$ cat config.mk
export PLATFORM = sky130hd
export DESIGN_NAME = adder8_seq
export DESIGN_NICKNAME = d
export VERILOG_FILES = /design/src/rtl/adder8_seq_pkg.sv /design/src/rtl/adder8.sv /design/src/rtl/adder8_seq.sv
export SDC_FILE = /design/constraint.sdc
export NUM_CORES = 1
export LEC_CHECK = 0
export BUFFER_PORTS_ARGS = -buffer_cell sky130_fd_sc_hd__buf_2
export CORE_MARGIN = 5
export CORE_UTILIZATION = 59
export CTS_CLUSTER_DIAMETER = 200
export DETAILED_ROUTE_END_ITERATION = 8
export GPL_TIMING_DRIVEN = 0
export PLACE_DENSITY = 0.86
export SETUP_SLACK_MARGIN = 0.15
export SLEW_MARGIN = 25
export SYNTH_ARGS = -nofsm -noshare
export SYNTH_HDL_FRONTEND = slang
export SYNTH_SLANG_ARGS = --single-unit
$ cat constraint.sdc
create_clock -name clk -period 8.4 [get_ports clk]
set_clock_uncertainty 0.15 [all_clocks]
set_input_delay 0.42 -clock clk [delete_from_list [all_inputs] [get_ports clk]]
set_output_delay 0.42 -clock clk [all_outputs]
set_load 0.01 [all_outputs]
$ cat src/rtl/adder8_seq_pkg.sv
// adder8_seq shared types.
// Opcodes, FSM states and the supported width limit.
package adder8_seq_pkg;

   typedef enum logic [1:0] {
      OP_ADD = 2'b00,
      OP_SUB = 2'b01,
      OP_ADC = 2'b10,
      OP_SBB = 2'b11
   } op_e;

   typedef enum logic [1:0] {
      S_IDLE = 2'b00,
      S_RUN  = 2'b01,
      S_DONE = 2'b10
   } state_e;

   localparam int MAX_WORDS = 16;

endpackage

$ cat src/rtl/adder8.sv
// adder8: 8-bit combinational adder with carry in/out.
// Shared byte-slice datapath for multi-precision arithmetic.
module adder8 (
   input  logic [7:0] a_i,
   input  logic [7:0] b_i,
   input  logic       cin_i,
   output logic [7:0] sum_o,
   output logic       cout_o
);

   assign {cout_o, sum_o} = {1'b0, a_i} + {1'b0, b_i} + {8'b0, cin_i};

endmodule

$ cat src/rtl/adder8_seq.sv
// adder8_seq: WORDS-byte add/sub using one 8-bit adder,
// LSB-first, carry chained through carry_q.
module adder8_seq
   import adder8_seq_pkg::*;
#(
   parameter int WORDS = 4
) (
   input  logic               clk,
   input  logic               rst_n,
   input  logic               in_valid,
   output logic               in_ready,
   input  logic [1:0]         in_op,
   input  logic [8*WORDS-1:0] in_a,
   input  logic [8*WORDS-1:0] in_b,
   input  logic               in_cin,
   output logic               out_valid,
   input  logic               out_ready,
   output logic [8*WORDS-1:0] out_sum,
   output logic               out_cout,
   output logic               out_ovf,
   output logic               busy
);

   localparam int W  = 8 * WORDS;
   localparam int IW = (WORDS > 1) ? $clog2(WORDS) : 1;
   localparam logic [IW-1:0] LAST = IW'(WORDS - 1);

   state_e          state_q, state_d;
   logic [W-1:0]    a_q, a_d;
   logic [W-1:0]    b_q, b_d;
   logic [W-1:0]    sum_q, sum_d;
   logic            carry_q, carry_d;
   logic [IW-1:0]   idx_q, idx_d;
   logic            cout_q, cout_d;
   logic            ovf_q, ovf_d;

   logic [7:0]      add_a, add_b, add_s;
   logic            add_co;

   assign add_a = a_q[8*idx_q +: 8];
   assign add_b = b_q[8*idx_q +: 8];

   adder8 u_adder8 (
      .a_i    (add_a),
      .b_i    (add_b),
      .cin_i  (carry_q),
      .sum_o  (add_s),
      .cout_o (add_co)
   );

   always_comb begin
      state_d = state_q;
      a_d     = a_q;
      b_d     = b_q;
      sum_d   = sum_q;
      carry_d = carry_q;
      idx_d   = idx_q;
      cout_d  = cout_q;
      ovf_d   = ovf_q;
      unique case (state_q)
         S_IDLE: begin
            if (in_valid) begin
               a_d     = in_a;
               idx_d   = '0;
               state_d = S_RUN;
               unique case (op_e'(in_op))
                  OP_ADD: begin
                     b_d     = in_b;
                     carry_d = 1'b0;
                  end
                  OP_SUB: begin
                     b_d     = ~in_b;
                     carry_d = 1'b1;
                  end
                  OP_ADC: begin
                     b_d     = in_b;
                     carry_d = in_cin;
                  end
                  OP_SBB: begin
                     b_d     = ~in_b;
                     carry_d = in_cin;
                  end
                  default: ;
               endcase
            end
         end
         S_RUN: begin
            sum_d[8*idx_q +: 8] = add_s;
            carry_d             = add_co;
            if (idx_q == LAST) begin
               // Signed overflow: like-signed operands, sum sign differs.
               cout_d  = add_co;
               ovf_d   = (a_q[W-1] == b_q[W-1])
                         && (add_s[7] != a_q[W-1]);
               state_d = S_DONE;
            end else begin
               idx_d = idx_q + 1'b1;
            end
         end
         S_DONE: begin
            if (out_ready) state_d = S_IDLE;
         end
         default: state_d = S_IDLE;
      endcase
   end

   always_ff @(posedge clk or negedge rst_n) begin
      if (!rst_n) begin
         state_q <= S_IDLE;
         a_q     <= '0;
         b_q     <= '0;
         sum_q   <= '0;
         carry_q <= 1'b0;
         idx_q   <= '0;
         cout_q  <= 1'b0;
         ovf_q   <= 1'b0;
      end else begin
         state_q <= state_d;
         a_q     <= a_d;
         b_q     <= b_d;
         sum_q   <= sum_d;
         carry_q <= carry_d;
         idx_q   <= idx_d;
         cout_q  <= cout_d;
         ovf_q   <= ovf_d;
      end
   end

   assign in_ready  = (state_q == S_IDLE);
   assign out_valid = (state_q == S_DONE);
   assign busy      = (state_q != S_IDLE);
   assign out_sum   = sum_q;
   assign out_cout  = cout_q;
   assign out_ovf   = ovf_q;

endmodule

Yosys cells after proc, flatten, opt, wreduce, memory -nomap -nowiden
Cells that the tools add are included.
{"block": "totals", "regBits": 103, "inputBits": 71, "out_inout_bits": 37, "elab_cells": 54}
{"block": "classes", "addsub": 4, "eq_ne": 12, "shift": 4, "mux": 12, "n_bitwise": 1, "reduce_logical": 13}
{"operator": "$pmux 32 s2", "count": 1}
{"operator": "$shiftx 32x6->8", "count": 2}
{"operator": "$neg 5->34", "count": 1}
{"operator": "$shift 8x34->32 const A", "count": 1}
{"operator": "$shiftx 8x34->32", "count": 1}
{"operator": "$bwmux 32", "count": 1}
{"operator": "$not 32->32", "count": 1}
{"operator": "$mux 2", "count": 5}
{"operator": "$add 8x8->9", "count": 1}
{"operator": "$add 9x1->9", "count": 1}
{"operator": "$eq 2x2->1 const B", "count": 4}
{"operator": "$ne 2x2->1 const B", "count": 3}
{"operator": "$pmux 2 s3", "count": 1}
{"operator": "$reduce_and 2->1", "count": 3}
{"operator": "$reduce_and 3->1", "count": 2}
{"operator": "$reduce_or 2->1", "count": 3}
{"operator": "$eq 2x1->1 const B", "count": 2}
{"operator": "$logic_not 2->1", "count": 2}
{"operator": "$pmux 2 s2", "count": 1}
{"operator": "$reduce_bool 2->1", "count": 2}
{"operator": "$pmux 1 s3", "count": 1}
{"operator": "$add 2x1->2 const B", "count": 1}
{"operator": "$ne 2x1->1 const B", "count": 1}
{"operator": "$pmux 1 s2", "count": 1}
{"operator": "other kinds (4)", "count": 4}

Longest topological paths before layout
{"block": "logic_depth", "word_depth": 5, "ltp_mapped": 11, "mapped_depth_nobuf": 9}

Modules after synthesis
From an unflattened synthesis, not the netlist that was laid out.
{"block": "hier_totals", "cells_unflattened": 390, "area_unflattened_um2": 5026.1}
{"mod": "adder8_seq", "n_inst": 1, "cells_per_inst": 348, "area_each_um2": 4694.5, "seq_area_each_um2": 2577.5}
{"mod": "adder8", "n_inst": 1, "cells_per_inst": 42, "area_each_um2": 331.6, "seq_area_each_um2": 0.0}

Least setup slack after synthesis
OpenSTA, ideal clock, no wires.
{"block": "synth_timing", "kind": "register to register", "from": "register idx_q[1]", "to": "register sum_q[30], in the netlist out_sum[30]", "setup_time_ns": 0.067, "arrival_time_ns": 2.996, "required_ns": 8.183, "slack_ns": 5.186, "path_stages_with_launch": 12, "n_path_buf": 2, "period_less_slack_ns": 3.214, "cell_sequence": "dfrtp_1 > clkbuf_1 > buf_1 > mux4_2 > fa_1 > inv_1 > fa_1 > nor2b_1 > o31a_1 > o31a_1 > a21oi_1 > a22o_1"}
{"block": "synth_via", "elab_chain_cells": 5, "elab_cells_between_ends": 8, "classes_between": "add/sub (3); shift (4); mux (1)"}
{"item": "from (decl)", "line": "adder8_seq.sv:33", "source": "logic [IW-1:0] idx_q, idx_d;"}
{"item": "from (signal assigned)", "line": "adder8_seq.sv:123", "source": "idx_q <= idx_d;"}
{"item": "$shiftx 32x6->8 (on tied branches)", "line": "adder8_seq.sv:40, adder8_seq.sv:41"}
{"item": "$add 8x8->9", "line": "adder8.sv:11", "source": "assign {cout_o, sum_o} = {1'b0, a_i} + {1'b0, b_i} + {8'b0, cin_i};"}
{"item": "$add 9x1->9", "line": "adder8.sv:11"}
{"item": "$shiftx 8x34->32", "line": "adder8_seq.sv:88", "source": "sum_d[8*idx_q +: 8] = add_s;"}
{"item": "$bwmux 32 (*)", "line": "adder8_seq.sv:88"}
{"item": "to (signal assigned)", "line": "adder8_seq.sv:121", "source": "sum_q <= sum_d;"}
{"item": "to (decl)", "line": "adder8_seq.sv:31", "source": "logic [W-1:0] sum_q, sum_d;"}
Mark *: on every way between the ends. The rest lies on a longest branch, timed or not.
A chain may end at the register's enable or synchronous reset.

Worst setup path in the final report
{"block": "layout_timing", "from": "register idx_q[1]", "to": "register sum_q[14], in the netlist out_sum[14]"}
Same word-level chain as after synthesis.

==> results.ini <==
[power_and_ir_drop]
power_switching_mw=1.03
p_leak_nw=2.91
p_sw_share_pct=44.0
power_frac_seq_pct=35.2
clockPowerShare_pct=12.5
p_per_area_nw_per_um2=402
combPwrFrac_pct=52.3
worst_ir_drop_vdd_mv=0.223
cellInternalPower_mw=1.31

[cells_and_area]
layout-drive-gt1-share_pct=26.6
diodes=0
fin_nets=672
area_growth_pct=17.9
fillers=614

[timing]
finalSetupViolations=0
whs_ps=72.9
tightest_slew_ps=625
hold_viol=0
max_freq_mhz=251
slew_headroom_pct=58.4
slew_viol_final=0
layout_min_cycle_time_ps=3980
post-route-period-util_pct=47.4
setup_total_negative_slack_ps=0
rsz0062_at_grt=false

[logic_synthesis]
syn_area_per_cell_um2=10.6
ys_top_cells_by_area=dfrtp_1, nand2_1, mux4_2, xnor2_1, o21ai_0
yosys.area.top_type_share_pct=52.3
synthArstFlopShare_pct=100
synth_cells=467
ys_seq_area_share_pct=52.3
synth_area_um2=4930
synth_top_cells_by_count=nand2_1, dfrtp_1, o21ai_0, xnor2_1, a22o_1
yosysMostFrequentCell=nand2_1
ys.flop_type=dfrtp_1
yosys_warnings=0
ys_ff_latch=103
synth_top_area_cell=dfrtp_1
synth_nets=553
synth_cell_types=41
synth_edf_count=0

[clock_network]
cts-root-buf=clkbuf_8
hold_buffers=1
cts_sinks=103
cts_setup_buffers=0
cts_resized=0
clockBufferDepth=2
cts_made_buffers=9
worstSkewPairLatency_ps=380
htreeDepth=3
tritoncts=yes
clkTransAtPathRegs_ps=110

[run_status]
outcome=completed

[worst_hold_path]
hold_end=a_q[19]$_DFFE_PN0P_
hold_class=in2reg
min_from=in_a[19]
holdPathStages=3

[worst_setup_path]
crit_type=reg2reg
cpMaxStageDelayCell=buf_1
crit_fanout=10
cp.arrival_ps=4140
ff2ff_path_depth=11
regToRegStartpoint=idx_q[1]$_DFFE_PN0P_
end_kind=flip-flop
regToRegEndpoint=out_sum[14]$_DFFE_PN0P_
r2r_slack_ps=4420
path_cells=clkbuf_1 -> buf_1 -> mux4_2 -> fa_1 -> inv_1 -> fa_1 -> nor2b_1 -> o31a_1 -> o31a_1 -> a21oi_1 -> a22o_1
crit_path_start_kind=flip-flop
cpPeakStageDelay_ps=550
required_ps=8560

[global_route]
antenna_found_initial=0
grt_max_degree=54
track_usage_pct=24.4
grt-ovfl-total=0
grt_pass1_wl_um=19500
grt_pass1_vias=3975

[place]
io_buffers=106
place_congestion=0.864
dpl.hpwl_um=9180

[detailed_routing]
via_per_inst=5.63
drt-pass1-iter-count=5
first_iter_violations=158
wl_um=11700
drc=0
dr_total_vias=3920
ant_nets=0
drt-wirelength-per-cell_um=16.8

[die]
io_pins=108
dieArea_um2=10300
core-area_um2=8180
row_count=33
start_util_pct=60.3
die_h_um=101
die_x_um=101

[job]
drv_cap=0

## metrics by stage
| stage | setup slack (ps) | total power [mW] | utilization, % | instance area [µm²] | cells |
|---|---|---|---|---|---|
| 6_report | 4420 | 2.34 | 71.1 | 5810 | 696 |
| 3_5_place_dp | 4460 | 2.05 | 68.8 | 5620 | 679 |
| 5_1_grt | 4250 | 2.53 | 71.1 | 5810 | 696 |
| 4_1_cts | 4420 | 2.34 | 71.1 | 5810 | 696 |
| 2_1_floorplan | 5190 | 1.68 | - | 4930 | 467 |
| 3_3_place_gp | 4550 | 1.98 | 68.4 | 5590 | 678 |
## final cells by class
type                            instances  area (µm²)  share of cell area, %
Clock buffer                            9         124                   2.13
Clock inverter                          7        55.1                  0.947
Sequential cell                       103        2580                   44.3
Buffer                                 23         100                   1.72
Inverter                                9        33.8                  0.581
Multi-Input combinational cell        332        2220                   38.1
Tap cell                              105         131                   2.26
Timing Repair Buffer                  108         574                   9.88
## worst max-delay path: cells and delay by family, from the launching register on
family	cells	cell delay, ps
buf+inv	3	1120
compound gates	4	1050
fa+ha+maj	2	680
mux	1	430
flops	1	410
simple gates	1	70
## layout by cell type (no fill, tap or decap), types with 2 or more instances in the layout
cell,count
fa_1,2
nand2_1,144
o21ai_0,46
inv_1,9
dfrtp_1,103
o31a_1,2
clkbuf_1,16
buf_2,110
o31ai_1,2
nor3_2,3
xnor2_1,33
nand3_1,2
mux4_2,16
or3_1,2
a21oi_1,7
buf_6,2
nor2_1,10
clkinvlp_4,2
ha_1,13
a21o_1,2
inv_6,4
a22o_1,24
nand2b_1,2
xor2_1,2
or4_1,2
clkbuf_8,9
nand2_2,2
## sequential cells by signal (all words and copies together) (netlist names)
signal	cells
a_q	32
b_q	32
carry_q	1
idx_q	2
out_cout	1
out_ovf	1
out_sum	32
state_q	2
## metal layers
| layer | part of all wire, % | vias up | GRT usage (%) |
|---|---|---|---|
| met5 | 0 | - | 0 |
| met4 | 2.9 | 0 | 10.0 |
| met3 | 6.5 | 30 | 4.27 |
| met2 | 50 | 146 | 41.2 |
| met1 | 41 | 1921 | 31.4 |
| li1 | - | 1823 | - |
## power by group through the flow
stage | Combinational (mW) | Sequential, mW | Clock (mW)
floorplan | 0.857 | 0.819 | 0
global placement | 1.16 | 0.819 | 0
detailed placement | 1.22 | 0.832 | 0
CTS | 1.23 | 0.823 | 0.294
global route | 1.36 | 0.846 | 0.315
finish | 1.22 | 0.824 | 0.292
## cell families (layout without fill, tap and decap cells)
logic type,Yosys count,count (layout),share of synthesized area (%)
AND/OR/NAND/NOR,174,174,14.8
flip-flops,103,103,52.3
AO/OA/AOI/OAI,91,91,12.3
XOR/XNOR,35,35,6.22
buffers and inverters,32,156,2.72
multiplexers,17,17,7.51
adder cells (fa/ha/maj),15,15,4.11
## worst max-delay path by stage
stage / startpoint / endpoint / slack, ps / cells after the start
2_1_floorplan: idx_q[1]$_DFFE_PN0P_ / out_sum[30]$_DFFE_PN0P_ / 5190 / 11
6_report: idx_q[1]$_DFFE_PN0P_ / out_sum[14]$_DFFE_PN0P_ / 4420 / 11
4_1_cts: idx_q[1]$_DFFE_PN0P_ / out_sum[14]$_DFFE_PN0P_ / 4420 / 11
3_5_place_dp: idx_q[1]$_DFFE_PN0P_ / out_sum[14]$_DFFE_PN0P_ / 4460 / 11
5_1_grt: idx_q[1]$_DFFE_PN0P_ / out_sum[14]$_DFFE_PN0P_ / 4250 / 11
3_3_place_gp: idx_q[1]$_DFFE_PN0P_ / out_sum[30]$_DFFE_PN0P_ / 4550 / 11
Note: power is estimated with default switching activity, not from simulation.
